$ cat config.mk
export PLATFORM = sky130hd
export DESIGN_NAME = sweep_pulse_emitter
export DESIGN_NICKNAME = d
export VERILOG_FILES = /design/src/rtl/sweep_pulse_emitter_pkg.sv /design/src/rtl/sweep_pulse_channel.sv /design/src/rtl/sweep_pulse_emitter.sv
export SDC_FILE = /design/constraint.sdc
export NUM_CORES = 1
export LEC_CHECK = 0
export CAP_MARGIN = 10
export CORE_AREA = 3 3 171 173
export CTS_CLUSTER_SIZE = 24
export DETAILED_ROUTE_END_ITERATION = 10
export DIE_AREA = 0 0 174 176
export GPL_TIMING_DRIVEN = 0
export PLACE_DENSITY_LB_ADDON = 0.1
export SLEW_MARGIN = 20
export SYNTH_ARGS = -nofsm -noshare
export SYNTH_HDL_FRONTEND = slang
export SYNTH_SLANG_ARGS = --single-unit
$ cat constraint.sdc
create_clock -name clk_96MHz -period 2.21 [get_ports clk_96MHz]
set_clock_uncertainty 0.15 [all_clocks]
set_input_delay 0.442 -clock clk_96MHz [delete_from_list [all_inputs] [get_ports clk_96MHz]]
set_output_delay 0.442 -clock clk_96MHz [all_outputs]
set_load 0.05 [all_outputs]
$ cat src/rtl/sweep_pulse_emitter_pkg.sv
// Shared constants for the sweep pulse emitter and pulse identifier: LFSR width,
// BMC bit timing, counter widths and the FSM state encodings.
package sweep_pulse_emitter_pkg;

  localparam int LFSR_W         = 17;
  localparam int BIT_TICKS_DEF  = 16;
  localparam int HALF_TICKS_DEF = 8;
  localparam int DELAY_W        = 16;
  localparam int BITCNT_W       = 8;
  localparam int TICK_W         = 4;
  localparam int NUM_CH         = 3;

  typedef enum logic {
    TOP_IDLE,
    TOP_RUN
  } top_state_e;

  typedef enum logic [1:0] {
    CH_IDLE,
    CH_WAIT,
    CH_EMIT,
    CH_FINISHED
  } ch_state_e;

  // Fibonacci step: shift left, feed back the parity of the tapped bits.
  function automatic logic [LFSR_W-1:0] lfsr_step(input logic [LFSR_W-1:0] state,
                                                  input logic [LFSR_W-1:0] poly);
    return {state[LFSR_W-2:0], ^(state & poly)};
  endfunction

endpackage

$ cat src/rtl/sweep_pulse_channel.sv
// One sensor channel: start delay, envelope window and BMC-encoded LFSR data.
// Loads its parameters on accept_i and parks in FINISHED until the sweep ends.
module sweep_pulse_channel
  import sweep_pulse_emitter_pkg::*;
#(
  parameter int BIT_TICKS  = BIT_TICKS_DEF,
  parameter int HALF_TICKS = HALF_TICKS_DEF
) (
  input  logic                clk_96MHz,
  input  logic                reset,
  input  logic                accept_i,
  input  logic                sweep_end_i,
  input  logic [LFSR_W-1:0]   polynomial_i,
  input  logic [LFSR_W-1:0]   seed_i,
  input  logic [DELAY_W-1:0]  delay_i,
  input  logic [BITCNT_W-1:0] pulse_bits_i,
  output logic                envelope_o,
  output logic                data_o,
  output logic                finished_o
);

  localparam logic [TICK_W-1:0] TICK_LAST = TICK_W'(BIT_TICKS - 1);
  localparam logic [TICK_W-1:0] HALF_PRE  = TICK_W'(HALF_TICKS - 1);

  ch_state_e            state_q, state_d;
  logic [DELAY_W-1:0]   delay_q, delay_d;
  logic [BITCNT_W-1:0]  bits_q, bits_d;
  logic [TICK_W-1:0]    tick_q, tick_d;
  logic [LFSR_W-1:0]    lfsr_q, lfsr_d;
  logic [LFSR_W-1:0]    poly_q, poly_d;
  logic                 data_q, data_d;

  always_ff @(posedge clk_96MHz) begin
    if (reset) begin
      state_q <= CH_IDLE;
      delay_q <= '0;
      bits_q  <= '0;
      tick_q  <= '0;
      lfsr_q  <= '0;
      poly_q  <= '0;
      data_q  <= 1'b0;
    end else begin
      state_q <= state_d;
      delay_q <= delay_d;
      bits_q  <= bits_d;
      tick_q  <= tick_d;
      lfsr_q  <= lfsr_d;
      poly_q  <= poly_d;
      data_q  <= data_d;
    end
  end

  // data_d is the level for the next cycle, so the first bit's 0->1 edge
  // coincides with the envelope rising.
  always_comb begin
    state_d = state_q;
    delay_d = delay_q;
    bits_d  = bits_q;
    tick_d  = tick_q;
    lfsr_d  = lfsr_q;
    poly_d  = poly_q;
    data_d  = data_q;

    if (accept_i) begin
      lfsr_d  = seed_i;
      poly_d  = polynomial_i;
      bits_d  = pulse_bits_i;
      tick_d  = '0;
      data_d  = 1'b0;
      delay_d = '0;
      if (delay_i != '0) begin
        state_d = CH_WAIT;
        delay_d = delay_i - 1'b1;
      end else if (pulse_bits_i == '0) begin
        state_d = CH_FINISHED;
      end else begin
        state_d = CH_EMIT;
        data_d  = 1'b1;
      end
    end else begin
      case (state_q)
        CH_WAIT: begin
          if (delay_q != '0) begin
            delay_d = delay_q - 1'b1;
          end else if (bits_q == '0) begin
            state_d = CH_FINISHED;
          end else begin
            state_d = CH_EMIT;
            tick_d  = '0;
            data_d  = 1'b1;
          end
        end
        CH_EMIT: begin
          if (tick_q == TICK_LAST) begin
            lfsr_d = lfsr_step(lfsr_q, poly_q);
            tick_d = '0;
            if (bits_q == BITCNT_W'(1)) begin
              state_d = CH_FINISHED;
              bits_d  = '0;
              data_d  = 1'b0;
            end else begin
              bits_d = bits_q - 1'b1;
              data_d = ~data_q;
            end
          end else begin
            tick_d = tick_q + 1'b1;
            if (tick_q == HALF_PRE && lfsr_q[LFSR_W-1]) begin
              data_d = ~data_q;
            end
          end
        end
        CH_FINISHED: begin
          if (sweep_end_i) begin
            state_d = CH_IDLE;
          end
        end
        default: begin
        end
      endcase
    end
  end

  assign envelope_o = (state_q == CH_EMIT);
  assign data_o     = data_q;
  assign finished_o = (state_q == CH_FINISHED);

endmodule

$ cat src/rtl/sweep_pulse_emitter.sv
// Three-channel sweep pulse emitter: a top RUN/IDLE controller that starts
// three delayed BMC pulse channels and reports completion with a done pulse.
module sweep_pulse_emitter
  import sweep_pulse_emitter_pkg::*;
#(
  parameter int BIT_TICKS  = BIT_TICKS_DEF,
  parameter int HALF_TICKS = HALF_TICKS_DEF
) (
  input  logic        clk_96MHz,
  input  logic        reset,
  input  logic        start,
  input  logic [16:0] polynomial,
  input  logic [16:0] lfsr_start,
  input  logic [15:0] delay_0,
  input  logic [15:0] delay_1,
  input  logic [15:0] delay_2,
  input  logic [7:0]  pulse_bits,
  output logic        envelop_wire_0,
  output logic        envelop_wire_1,
  output logic        envelop_wire_2,
  output logic        data_wire_0,
  output logic        data_wire_1,
  output logic        data_wire_2,
  output logic        busy,
  output logic        done
);

  top_state_e          state_q, state_d;
  logic                accept;
  logic                all_finished;
  logic [DELAY_W-1:0]  delay_arr [NUM_CH];
  logic [NUM_CH-1:0]   env_vec;
  logic [NUM_CH-1:0]   data_vec;
  logic [NUM_CH-1:0]   fin_vec;

  assign delay_arr[0] = delay_0;
  assign delay_arr[1] = delay_1;
  assign delay_arr[2] = delay_2;

  assign all_finished = &fin_vec;
  assign accept       = start && !busy;

  always_ff @(posedge clk_96MHz) begin
    if (reset) begin
      state_q <= TOP_IDLE;
    end else begin
      state_q <= state_d;
    end
  end

  // done and busy are decoded from the current state so that done lands in
  // the first cycle all channels report FINISHED, with busy already low.
  always_comb begin
    state_d = state_q;
    busy    = 1'b0;
    done    = 1'b0;
    case (state_q)
      TOP_IDLE: begin
        if (start) begin
          state_d = TOP_RUN;
        end
      end
      TOP_RUN: begin
        if (all_finished) begin
          done    = 1'b1;
          state_d = start ? TOP_RUN : TOP_IDLE;
        end else begin
          busy = 1'b1;
        end
      end
      default: begin
        state_d = TOP_IDLE;
      end
    endcase
  end

  for (genvar gi = 0; gi < NUM_CH; gi++) begin : g_ch
    sweep_pulse_channel #(
      .BIT_TICKS  (BIT_TICKS),
      .HALF_TICKS (HALF_TICKS)
    ) u_ch (
      .clk_96MHz    (clk_96MHz),
      .reset        (reset),
      .accept_i     (accept),
      .sweep_end_i  (done),
      .polynomial_i (polynomial),
      .seed_i       (lfsr_start),
      .delay_i      (delay_arr[gi]),
      .pulse_bits_i (pulse_bits),
      .envelope_o   (env_vec[gi]),
      .data_o       (data_vec[gi]),
      .finished_o   (fin_vec[gi])
    );
  end

  assign envelop_wire_0 = env_vec[0];
  assign envelop_wire_1 = env_vec[1];
  assign envelop_wire_2 = env_vec[2];
  assign data_wire_0    = data_vec[0];
  assign data_wire_1    = data_vec[1];
  assign data_wire_2    = data_vec[2];

endmodule

## Yosys cells after proc, flatten, opt, wreduce, memory -nomap -nowiden

Index checks and enable logic that the tools add are counted.

| word-level totals | value |
|---|---|
| logic and storage cells | 237 |
| input port bits | 93 |
| output and inout bits | 8 |
| register bits | 162 |

| cells by class | value |
|---|---|
| add/sub/neg operators | 12 |
| bitwise logic cells | 7 |
| multiplexer cells | 100 |
| equality and inequality tests | 42 |
| reduce and logical (&&, ||, !) cells | 56 |

Operators with widths:

| operator | count |
|---|---|
| two-way mux 16 bit | 12 |
| two-way mux 17 bit | 9 |
| two-way mux 8 bit | 12 |
| nonzero test 16 bit | 6 |
| subtractor 16 x 1 -> 16 bit (second input constant) | 6 |
| AND 17 bit | 3 |
| parity 17 bit | 3 |
| two-way mux 4 bit | 9 |
| logical NOT 8 bit | 4 |
| two-way mux 1 bit | 32 |
| two-way mux 2 bit | 16 |
| nonzero test 2 bit | 15 |
| inequality test 3 bit (second input constant) | 9 |
| equality test 8 x 1 -> 1 bit (second input constant) | 3 |
| case mux 4 bit (2 select lines) | 3 |
| subtractor 8 x 1 -> 8 bit (second input constant) | 3 |
| inequality test 3 x 1 -> 1 bit (second input constant) | 6 |
| case mux 2 bit (3 select lines) | 3 |
| AND reduction 5 bit | 3 |
| adder 4 x 1 -> 4 bit (second input constant) | 3 |
| equality test 2 bit (second input constant) | 6 |
| equality test 4 x 3 -> 1 bit (second input constant) | 3 |
| equality test 4 bit (second input constant) | 3 |
| inequality test 2 bit (second input constant) | 6 |
| 12 further kinds | 39 |

## Logic depth before layout (Yosys ltp)

| depth | value |
|---|---|
| depth after elaboration | 8 |
| depth in mapped cells | 10 |
| mapped depth without buffers | 9 |

## Hierarchy

From an unflattened synthesis, not the netlist that was laid out.

| second synthesis, totals | value |
|---|---|
| cells, all modules | 1531 |
| area total of the unflattened synthesis | 11568.6 sq um |

Modules (own cells, without submodules):

| module | area each (sq um) | sequential area each (sq um) | times used | cells each |
|---|---|---|---|---|
| sweep_pulse_channel at g_ch[0].u_ch | 3851.2 | 1301.2 | 1 | 511 |
| sweep_pulse_channel at g_ch[1].u_ch | 3838.7 | 1301.2 | 1 | 503 |
| sweep_pulse_channel at g_ch[2].u_ch | 3808.7 | 1301.2 | 1 | 508 |
| sweep_pulse_emitter | 70.1 | 20.0 | 1 | 9 |

## Least setup slack after synthesis

OpenSTA, ideal clock, no wires.

| timing | value |
|---|---|
| kind | input -> register |
| start | input port delay_1[0] |
| end | register g_ch[1].u_ch.delay_q[11] |
| stages on the path | 8 |
| arrival time | 2.152 ns |
| path slack | -0.226 ns |
| buffers on the path | 1 |
| required time | 1.926 ns |
| library setup time | 0.134 ns |
| path through | inv_1 > ha_1 > nor3b_1 > nand4_1 > nor3_1 > or3_1 > clkbuf_1 > o22ai_1 |

| on the way | value |
|---|---|
| longest elaborated chain between the ends | 3 |
| elaborated cells on any way between the ends | 4 |
| those cells by class | 1 x add/sub; 2 x mux; 1 x reduce/logical |

Ends and longest elaborated chain:

| item | RTL line | text |
|---|---|---|
| start, declared | sweep_pulse_emitter.sv:15 | `input logic [15:0] delay_1,` |
| subtractor 16 x 1 -> 16 bit or nonzero test 16 bit (tied branches) | sweep_pulse_channel.sv:73, sweep_pulse_channel.sv:71 |  |
| two-way mux 16 bit * | sweep_pulse_channel.sv:71 | `if (delay_i != '0) begin` |
| two-way mux 16 bit * | sweep_pulse_channel.sv:64 | `if (accept_i) begin` |
| end signal, assigned | sweep_pulse_channel.sv:44 | `delay_q <= delay_d;` |
| end, declared | sweep_pulse_channel.sv:26 | `logic [DELAY_W-1:0] delay_q, delay_d;` |

Every way passes the cells marked *; elsewhere a longest branch is shown, timed or not.
A chain may end at the register's enable or synchronous reset.

## Worst setup path after layout

| timing | value |
|---|---|
| start | register g_ch[2].u_ch.delay_q[5] |
| end | register g_ch[2].u_ch.delay_q[9] |

| on the way | value |
|---|---|
| longest elaborated chain between the ends | 4 |
| elaborated cells on any way between the ends | 7 |
| those cells by class | 1 x add/sub; 3 x mux; 3 x reduce/logical |

Ends and longest elaborated chain:

| item | RTL line | text |
|---|---|---|
| start, declared | sweep_pulse_channel.sv:26 |  |
| start signal, assigned | sweep_pulse_channel.sv:44 |  |
| subtractor 16 x 1 -> 16 bit | sweep_pulse_channel.sv:84 | `delay_d = delay_q - 1'b1;` |
| two-way mux 16 bit | sweep_pulse_channel.sv:83 | `if (delay_q != '0) begin` |
| two-way mux 16 bit | sweep_pulse_channel.sv:81 | `case (state_q)` |
| two-way mux 16 bit | sweep_pulse_channel.sv:64 |  |

Parallel ways exist; a longest one is shown, timed or not. The select of a mux whose other input is x is not followed.

==> metrics.txt <==
status finished with violations; failing checks setup timing; mux cell area share after synthesis less than 1%; main combinational cell family by area after synthesis simple AND/OR/NAND/NOR gates; P_int roughly 5.7 mW; kind of critical path register to register; post-DP HPWL around 24000 um; top_reg_cell synth dfxtp_1; Netlist cell types between 60 and 70; I/O Buffers a little under 100; gr ovfl total 0; Clock power frac between 30% and 40%; fin crit period 2.234 ns; Area contributors post-synth dfxtp_1 (35%), nand2_1 (11%), xnor2_1 (7.8%); area of the multi-input gates 6245 um^2; GRT Util Overall 20.91%; clk buf depth 2; fmax 0.4476 GHz; Flop pwr share roughly two fifths; Worst Hold Class primary input to register; vias in the first global route 8947; slew margin rel. roughly two fifths; most common cell after layout, fill and taps aside nand2_1; std cell rows ~60; Worst-path clk slew about 0.07 ns; Filler cells approximately 2900; CTS tree yes; Seq/Total Area, Yosys a little over a third; Reg area roughly 3300 um^2; PnR worst setup slack -0.02437 ns; H-tree Lvls 4; pin count of the biggest net entering global routing 17; Final setup violation count 5; DIE HEIGHT 176 um; total chip power 8.300 mW; FF+latch count, synth between 150 and 200; IO Pins roughly 100; unrepaired setup endpoints after global routing true; simple-gate portion of the synthesized area about a quarter; met3 wire len around 1700 um; layout net count between 1000 and 1500; first-pass GRT wire length 50600 um; crit path max-delay cell type or4_4; DR WL/cell ~19 um; power per cell area ~680 nW/um^2; post-synthesis cell count between 1000 and 1500; Detailed Route WL approximately 33000 um; die width ~170 um; Synth top area share ~35%; Logic pwr share a little over a fifth; clk root buf clkbuf_16; worst skew pair latency roughly 0.44 ns; WP data arrival approximately 2.4 ns; Vias 9392; most frequent cells in the layout nand2_1 (245), dfxtp_1 (151), nor2_1 (90); initial core utilization between 30% and 40%; CP max FO 5; area leader, netlist dfxtp_1; diode count 0; Die ar. slightly above 30000 um^2; Critical Path End Type register; post-route ant nets 0; Max Cap Viol 0; delay of the slowest critical-path stage 0.56 ns; area grow syn2layout 34.19%; Lkg Pwr between 4 and 5 nW; CP cell instances or4_4 > and4bb_4 > a21oi_4 > buf_6 > nand3_1 > nor3_1 > xnor2_1 > o22ai_1; worst vdd ir approximately 490 uV; layout cells sized above 1 ~18%; pre-CTS setup slack -1.237 ns; syn avg cell area 7.534 um^2; DR pass1 iterations 7; switching power 2.607 mW; Post-synth EDFFs 0; Tightest Pin Transition 0.8922 ns; number of CTS-inserted buffers 17; wl on met1 15250 um; core area 27780 um^2; Syn Std Cell Area approximately 9200 um^2; period utilization 101.1%; # DRC 0; Hold Fails Final Rpt 0; post-synthesis xor/xnor area fraction about 12%; startpoint types register; Adder-Cell Fraction of Synth Area about 2.5%; initial antenna violation count 1; Post-synth ARST share 0%; CTS sink count approximately 160; Final Wtd Congestion around 0.86; Critical Path RT around 2.4 ns; max-slew violation count 0; Sw Share about a third; drt first-iter violations 700; DR top layer met5; Synth Area in Compound Gates between 10% and 20%; synthesized net count 1326; vias per inst between 5 and 6; Synth warnings 0; met2 WL around 15000 um
## cells by family after synthesis
kind of cell,after synthesis
and+or+nand+nor,536
AOI/OAI and AO/OA,291
DFF,162
xor gates and xnor gates,116
buffers and inverters,87
adders and majority gates,18
muxes,5
## registers in the layout (all words and copies together), names as in the netlist
register,count
g_ch.u_ch.state_q,6
g_ch.u_ch.delay_q,48
g_ch.u_ch.bits_q,24
state_q,1
g_ch.u_ch.lfsr_q,51
g_ch.u_ch.data_o,3
g_ch.u_ch.tick_q,12
g_ch.u_ch.poly_q,17
## through the flow
stage	TNS [ns]	cells	area, um^2	hold WS (ns)	utilization (%)
after global routing	-0.7924	1755	12280	0.2125	44.21
after CTS	-0.07125	1737	11810	0.1764	42.51
after global placement	-143.38	1692	10640	0.3140	38.29
final	-0.05649	1755	12280	0.2096	44.21
after floorplan	-0.4306	1215	9174	0.2953	-
after detailed placement	-143.73	1692	10640	0.3226	38.29
## synth_stat cells (all sizes together), types with 6 or more instances
cell / number
nand2b: 14
xor2: 31
inv: 31
and2: 7
nand3b: 6
nor4: 23
xnor2: 82
a31oi: 65
nor2: 101
o21ai: 41
clkbuf: 47
nand2: 258
or4: 8
ha: 18
nor3: 50
o22ai: 27
buf: 9
nand3: 24
and3: 8
a211oi: 18
o211ai: 9
dfxtp: 162
nor3b: 6
o21bai: 17
a21oi: 78
or3: 11
## critical path, delay by kind of cell (launching register included)
| family | cells | cell delay, ns |
|---|---|---|
| AOI/OAI and AO/OA | 2 | 0.17 |
| xor gates and xnor gates | 1 | 0.15 |
| buffers and inverters | 1 | 0.16 |
| DFF | 1 | 0.33 |
| and+or+nand+nor | 4 | 1.15 |
## final cells by class
type	count	share of cell area [%]
inverter	31	0.9881
tap	378	3.850
clock inverter	13	1.222
timing repair buffer	137	10.66
clock buffer	19	3.687
multi-input combinational	967	50.84
buffer	48	2.180
sequential	162	26.58
## final timing paths
path / endpoint / cells past startpoint / slack, ns / from
min reg2reg: g_ch[2].u_ch.lfsr_q[7] / 2 / 0.34 / g_ch[2].u_ch.lfsr_q[6]
max reg2reg: g_ch[2].u_ch.delay_q[9] / 8 / -0.02 / g_ch[2].u_ch.delay_q[5]
min: g_ch[2].u_ch.delay_q[5] / 3 / 0.21 / delay_2[5]
max: g_ch[2].u_ch.delay_q[9] / 8 / -0.02 / g_ch[2].u_ch.delay_q[5]
## power by group through the flow
stage	sequential (mW)	clock, mW	combinational [mW]
final	3.39	3.10	1.81
after global routing	3.42	3.26	1.99
after CTS	3.37	3.15	1.68
after detailed placement	3.42	0	1.53
after global placement	3.42	0	1.53
after floorplan	3.37	0	0.980
## layer usage
metal	GRT usage, %	up-vias
li1	-	4599
met1	28.65	4472
met2	34.19	276
met3	3.505	43
met4	5.630	2
met5	0	-
## timing repair
item | CTS | global route
cloned | 1 | 1
hold buffers | 0 | 0
setup buffers | 17 | 20
endpoints found under the setup margin | 169 | 108
gates resized for setup | 194 | 103
pin swaps | 22 | 41
Note: power is estimated with default switching activity, not from simulation.
